File: config.mk
export PLATFORM = sky130hd
export DESIGN_NAME = tdm_demux_flat
export DESIGN_NICKNAME = d
export VERILOG_FILES = /design/src/rtl/tdm_demux_if.sv /design/src/rtl/tdm_demux.sv /design/src/flat_wrapper.sv
export SDC_FILE = /design/constraint.sdc
export NUM_CORES = 1
export LEC_CHECK = 0
export BUFFER_PORTS_ARGS = -buffer_cell sky130_fd_sc_hd__buf_2
export CAP_MARGIN = 10
export CORE_UTILIZATION = 53
export DETAILED_ROUTE_END_ITERATION = 8
export PLACE_DENSITY = 0.74
export SLEW_MARGIN = 5
export SYNTH_ARGS = -nofsm -noshare
export SYNTH_HDL_FRONTEND = slang
export SYNTH_SLANG_ARGS = --single-unit
File: constraint.sdc
create_clock -name clock -period 2.65 [get_ports clock]
set_clock_uncertainty 0.2 [all_clocks]
set_input_delay 0.265 -clock clock [delete_from_list [all_inputs] [get_ports clock]]
set_output_delay 0.265 -clock clock [all_outputs]
set_load 0.01 [all_outputs]
File: src/rtl/tdm_demux_if.sv
// ============================================================================
// tdm_demux_if : serial slot stream in, per-channel parallel words out
// Rev 1.0
// ============================================================================
`default_nettype none

interface tdm_demux_if #(
  parameter int CHANNELS = 4,
  parameter int WIDTH    = 8
);
  logic                         din;
  logic                         din_valid;
  logic                         frame_sync;
  logic [CHANNELS*WIDTH-1:0]    ch_data;
  logic [CHANNELS-1:0]          ch_valid;
  logic                         frame_done;
  logic                         sync_err;

  modport master (
    output din, din_valid, frame_sync,
    input  ch_data, ch_valid, frame_done, sync_err
  );

  modport slave (
    input  din, din_valid, frame_sync,
    output ch_data, ch_valid, frame_done, sync_err
  );
endinterface

`default_nettype wire

File: src/rtl/tdm_demux.sv
// ============================================================================
// tdm_demux : sync-framed serial TDM receiver with framing-error detection
// Rev 1.0
// ============================================================================
`default_nettype none

module tdm_demux #(
  parameter int CHANNELS = 4,
  parameter int WIDTH    = 8
) (
  input  logic            clock,
  input  logic            resetn,
  tdm_demux_if.slave      bus
);

  localparam int BW = (WIDTH > 1) ? $clog2(WIDTH) : 1;
  localparam int SW = (CHANNELS > 1) ? $clog2(CHANNELS) : 1;
  localparam logic [BW-1:0] BIT_LAST  = BW'(WIDTH - 1);
  localparam logic [SW-1:0] SLOT_LAST = SW'(CHANNELS - 1);

  typedef enum logic [0:0] {
    HUNT = 1'b0,
    RECV = 1'b1
  } state_t;

  state_t                       state;
  logic [WIDTH-1:0]             shreg;
  logic [BW-1:0]                bit_cnt;
  logic [SW-1:0]                slot_cnt;
  logic [CHANNELS*WIDTH-1:0]    ch_data;
  logic [CHANNELS-1:0]          ch_valid;
  logic                         frame_done;
  logic                         sync_err;

  logic [WIDTH-1:0]             word;
  logic                         at_start;

  // Word as it will look once the current bit is shifted in
  assign word     = {shreg[WIDTH-2:0], bus.din};
  assign at_start = (bit_cnt == '0) && (slot_cnt == '0);

  always_ff @(posedge clock) begin
    if (!resetn) begin
      state      <= HUNT;
      shreg      <= '0;
      bit_cnt    <= '0;
      slot_cnt   <= '0;
      ch_data    <= '0;
      ch_valid   <= '0;
      frame_done <= 1'b0;
      sync_err   <= 1'b0;
    end else begin
      ch_valid   <= '0;
      frame_done <= 1'b0;
      if (bus.din_valid) begin
        case (state)
          HUNT: begin
            if (bus.frame_sync) begin
              shreg    <= WIDTH'(bus.din);
              bit_cnt  <= BW'(1);
              slot_cnt <= '0;
              state    <= RECV;
            end
          end
          RECV: begin
            if (bus.frame_sync && !at_start) begin
              // Early sync: drop the partial slot and realign on this bit
              sync_err <= 1'b1;
              shreg    <= WIDTH'(bus.din);
              bit_cnt  <= BW'(1);
              slot_cnt <= '0;
            end else if (!bus.frame_sync && at_start) begin
              // Missing sync where a frame should begin: lose lock
              sync_err <= 1'b1;
              shreg    <= '0;
              state    <= HUNT;
            end else begin
              shreg <= word;
              if (bit_cnt == BIT_LAST) begin
                bit_cnt <= '0;
                for (int k = 0; k < CHANNELS; k++) begin
                  if (slot_cnt == SW'(k)) begin
                    ch_data[k*WIDTH +: WIDTH] <= word;
                    ch_valid[k]               <= 1'b1;
                  end
                end
                if (slot_cnt == SLOT_LAST) begin
                  slot_cnt   <= '0;
                  frame_done <= 1'b1;
                end else begin
                  slot_cnt <= slot_cnt + 1'b1;
                end
              end else begin
                bit_cnt <= bit_cnt + 1'b1;
              end
            end
          end
          default: state <= HUNT;
        endcase
      end
    end
  end

  assign bus.ch_data    = ch_data;
  assign bus.ch_valid   = ch_valid;
  assign bus.frame_done = frame_done;
  assign bus.sync_err   = sync_err;

endmodule

`default_nettype wire

File: src/flat_wrapper.sv
// flat-port wrapper written by rule: the top's interface ports become plain ports
module tdm_demux_flat 
#(
  parameter int CHANNELS = 4,
  parameter int WIDTH    = 8
)
  (clock, resetn, bus_din, bus_din_valid, bus_frame_sync, bus_ch_data, bus_ch_valid, bus_frame_done, bus_sync_err);
  tdm_demux_if #(.CHANNELS(CHANNELS), .WIDTH(WIDTH)) bus_i ();
  input  logic clock;
  input  logic resetn;
  input wire logic [$bits(bus_i.din)-1:0] bus_din;
  input wire logic [$bits(bus_i.din_valid)-1:0] bus_din_valid;
  input wire logic [$bits(bus_i.frame_sync)-1:0] bus_frame_sync;
  output wire logic [$bits(bus_i.ch_data)-1:0] bus_ch_data;
  output wire logic [$bits(bus_i.ch_valid)-1:0] bus_ch_valid;
  output wire logic [$bits(bus_i.frame_done)-1:0] bus_frame_done;
  output wire logic [$bits(bus_i.sync_err)-1:0] bus_sync_err;
  assign bus_i.din = bus_din;
  assign bus_i.din_valid = bus_din_valid;
  assign bus_i.frame_sync = bus_frame_sync;
  assign bus_ch_data = bus_i.ch_data;
  assign bus_ch_valid = bus_i.ch_valid;
  assign bus_frame_done = bus_i.frame_done;
  assign bus_sync_err = bus_i.sync_err;
  tdm_demux #(.CHANNELS(CHANNELS), .WIDTH(WIDTH)) u_core (.clock(clock), .resetn(resetn), .bus(bus_i));
endmodule
==> metrics.md <==
| Metric | Value |
|---|---|
| Slew margin rel. | `61.79%` |
| First-pass GRT wire length | `6651 µm` |
| Min Clock Period, post-route | `2.455 ns` |
| CP Launch Type | `flop` |
| Area contributors post-synth | `dfxtp_1 48%, mux2i_1 15%, nand2_1 8.0%` |
| Gr usage total | `20.76%` |
| Top-area cell type share of the netlist area | `48.25%` |
| Count of final setup violators | `0` |
| Distinct cells, synth | `28` |
| Area growth, synth to finish | `17.31%` |
| Share of layout cells above drive strength 1 | `24.00%` |
| Largest net degree at the start of global routing | `26` |
| Sinks on Clock Net | `50` |
| Hold buffer count at CTS | `0` |
| DR pass1 iterations | `5` |
| Synth Area in XOR/XNOR | `0%` |
| Largest family of logic cells by synthesized area | `simple AND/OR/NAND/NOR gates` |
| Fmax | `407.4 MHz` |
| Final Max Tran Viols | `0` |
| #FFs+latches synth | `50` |
| # fillers | `313` |
| Most frequent cells after synthesis | `50 x dfxtp_1, 44 x nand2_1, 32 x mux2i_1, 10 x ha_1, 10 x nor2b_1` |
| Non-Filler Instances | `298` |
| Synthesized area | `0.002074 mm²` |
| Register area | `0.001001 mm²` |
| CTS tree | `built` |
| Final Hold Vio Count | `0` |
| Warnings from Yosys | `0` |
| # diodes | `0` |
| Crit-path max FO | `8` |
| Switching part of the total power | `21.52%` |
| FP Rows | `22` |
| Max-cap violations | `0` |
| Synth Area in Compound Gates | `6.152%` |
| Count leader, synth | `dfxtp_1` |
| Placed instance count | `290` |
| P per Cell Area | `~550 mW/mm²` |
| PortBufs | `42` |
| DRT Wirelength | `3917 µm` |
| Clk pwr share | `approximately 40%` |
| CP endpoint kind | `flop` |
| WL/cell | `13.14 µm` |
| # IOs | `43` |
| Worst setup path class | `flop to flop` |
| Synthesized instance count | `205` |
| Most used flip-flop cell after synthesis | `dfxtp_1` |
| Adder-Cell Fraction of Synth Area | `6.031%` |
| Post-synth top area cell | `dfxtp_1` |
| Status | `completed` |
| Syn avg cell area | `10.12 µm²` |
| Post-synthesis mux area share | `15.44%` |
| RSZ-0062 raised after global routing | `false` |
| Via count | `1542` |
| H-tree depth | `2` |
| DP HPWL | `2896 µm` |
| Post-synthesis sequential area ratio | `around half` |
| Seq pwr share | `~56%` |
| Vias in the first global route | `roughly 1400` |
| Initial antenna violation count | `0` |
| Post-synthesis simple-gate area fraction | `20.08%` |
| Post-route DRC | `0` |
| Worst Path Required | `2.63 ns` |
| CTS max path bufs | `2` |
| Cells resized by post-CTS repair | `0` |
| NumNets Final | `264` |
| Die X-Extent | `64.57 µm` |
| Setup Slack @ Placement | `0.2115 ns` |
| Clock transition at path regs | `0.08 ns` |
| Vias/cell | `roughly 5.2` |
| TritonCTS Buffers | `5` |
| Final Wtd Congestion | `0.8178` |
| Internal | `approximately 1.1 mW` |
| Footprint of the multi-input gates | `989.7 µm²` |
| Placeable Area | `0.003716 mm²` |
| Static Leak | `around 1.3 nW` |
| Total gr overflow | `0` |
| ANT nets after route | `0` |
| Post-synth ARST share | `0%` |
| HP Class | `input port to flop` |
| Worst reg2reg setup slack | `0.20 ns` |
| NetSw | `0.2896 mW` |
| Period utilisation layout | `around 90%` |
| Peak VDD IR | `0.3777 mV` |
| Die ar. | `0.004169 mm²` |
| Critical Path AT | `between 2 and 2.5 ns` |
| Initial Utilization | `about 56%` |
| Clk_lat worst skew | `0.30 ns` |
| Setup TNS | `0 ns` |
| Clk root buf | `clkbuf_8` |
| Post-CTS Setup Bufs | `0` |
| Die height | `approximately 65 µm` |
| Post-synth EDFFs | `0` |
| Slew @ Worst Pin | `0.5672 ns` |
| Logic gate share of total power | `4.0%` |
| Mapped Nets | `220` |
| Post-route setup slack | `between 0.15 and 0.2 ns` |
| First DRT Iteration DRCs | `46` |
==> sequential cells by signal (all words and copies together) (netlist names) <==
register	count
u_core.bus.ch_valid	4
u_core.bus.sync_err	1
u_core.bit_cnt	3
u_core.bus.ch_data	32
u_core.state	1
u_core.shreg	7
u_core.slot_cnt	2
==> cells in the final DEF (no fill, tap or decap), types with 5 or more instances in the layout <==
cell type / synthesis / layout
nor2b_1: 10 / 10
o21ai_0: 5 / 5
buf_2: 0 / 42
mux2i_1: 32 / 32
dfxtp_1: 50 / 50
clkbuf_8: 0 / 5
nand2_1: 44 / 44
a22oi_1: 6 / 6
inv_1: 8 / 8
ha_1: 10 / 10
==> routing by layer <==
metal	vias to the layer above	wire length [µm]	global-route usage (%)
li1	778	-	-
met1	724	1943	27.28
met2	35	1780	33.16
met3	5	149	4.754
met4	0	43	7.500
met5	-	0	0
==> critical path, stage by stage (launching register included) <==
cell and delay [ns]:
dfxtp_1 0.36, inv_1 0.10, ha_1 0.28, nand2_1 0.08, nor2_1 0.19, inv_1 0.07, ha_1 0.29, and3_2 0.47
nand2_8 0.14, mux2i_1 0.15
==> through the flow <==
stage               hold WS, ns  total power [mW]  utilization, %  area, µm²
floorplan                0.2516            0.8125               -       2074
CTS                      0.1034             1.353           65.49       2434
global route             0.1270             1.398           65.49       2434
detailed placement       0.2500            0.8306           62.46       2321
global placement         0.2444            0.8299           62.46       2321
finish                   0.1070             1.346           65.49       2434
==> final timing paths <==
kind,from,to,cells after the start
hold reg to reg,u_core.bus.ch_data[23]$_SDFFE_PN0P_,u_core.bus.ch_data[23]$_SDFFE_PN0P_,2
hold / removal,bus_din_valid,u_core.state$_SDFFE_PN0P_,3
setup reg to reg,u_core.slot_cnt[0]$_SDFFE_PN0P_,u_core.bus.ch_data[29]$_SDFFE_PN0P_,9
setup / recovery,u_core.slot_cnt[0]$_SDFFE_PN0P_,u_core.bus.ch_data[29]$_SDFFE_PN0P_,9
==> layout make-up <==
cell class | count | area share, %
clock buffer | 5 | 2.828
clock inverter | 3 | 1.799
inverter | 8 | 1.234
multi-input combinational | 138 | 40.67
sequential | 50 | 41.13
tap | 48 | 2.468
timing repair buffer | 46 | 9.871
==> logic make-up (layout without fill, tap and decap cells) <==
logic type,Yosys count,after routing
DFF,50,50
AOI/OAI and AO/OA,19,19
and+or+nand+nor,77,77
muxes,32,32
adders and majority gates,10,10
buffers and inverters,17,62
==> power by group through the flow <==
stage          Combinational, mW  Sequential [mW]  Clock, mW
4_1_cts                   0.0545            0.759      0.540
3_5_place_dp              0.0541            0.776          0
6_report                  0.0544            0.759      0.533
5_1_grt                   0.0624            0.760      0.576
3_3_place_gp              0.0537            0.776          0
2_1_floorplan             0.0370            0.775          0
No activity file was read; power rests on OpenSTA's default activity.
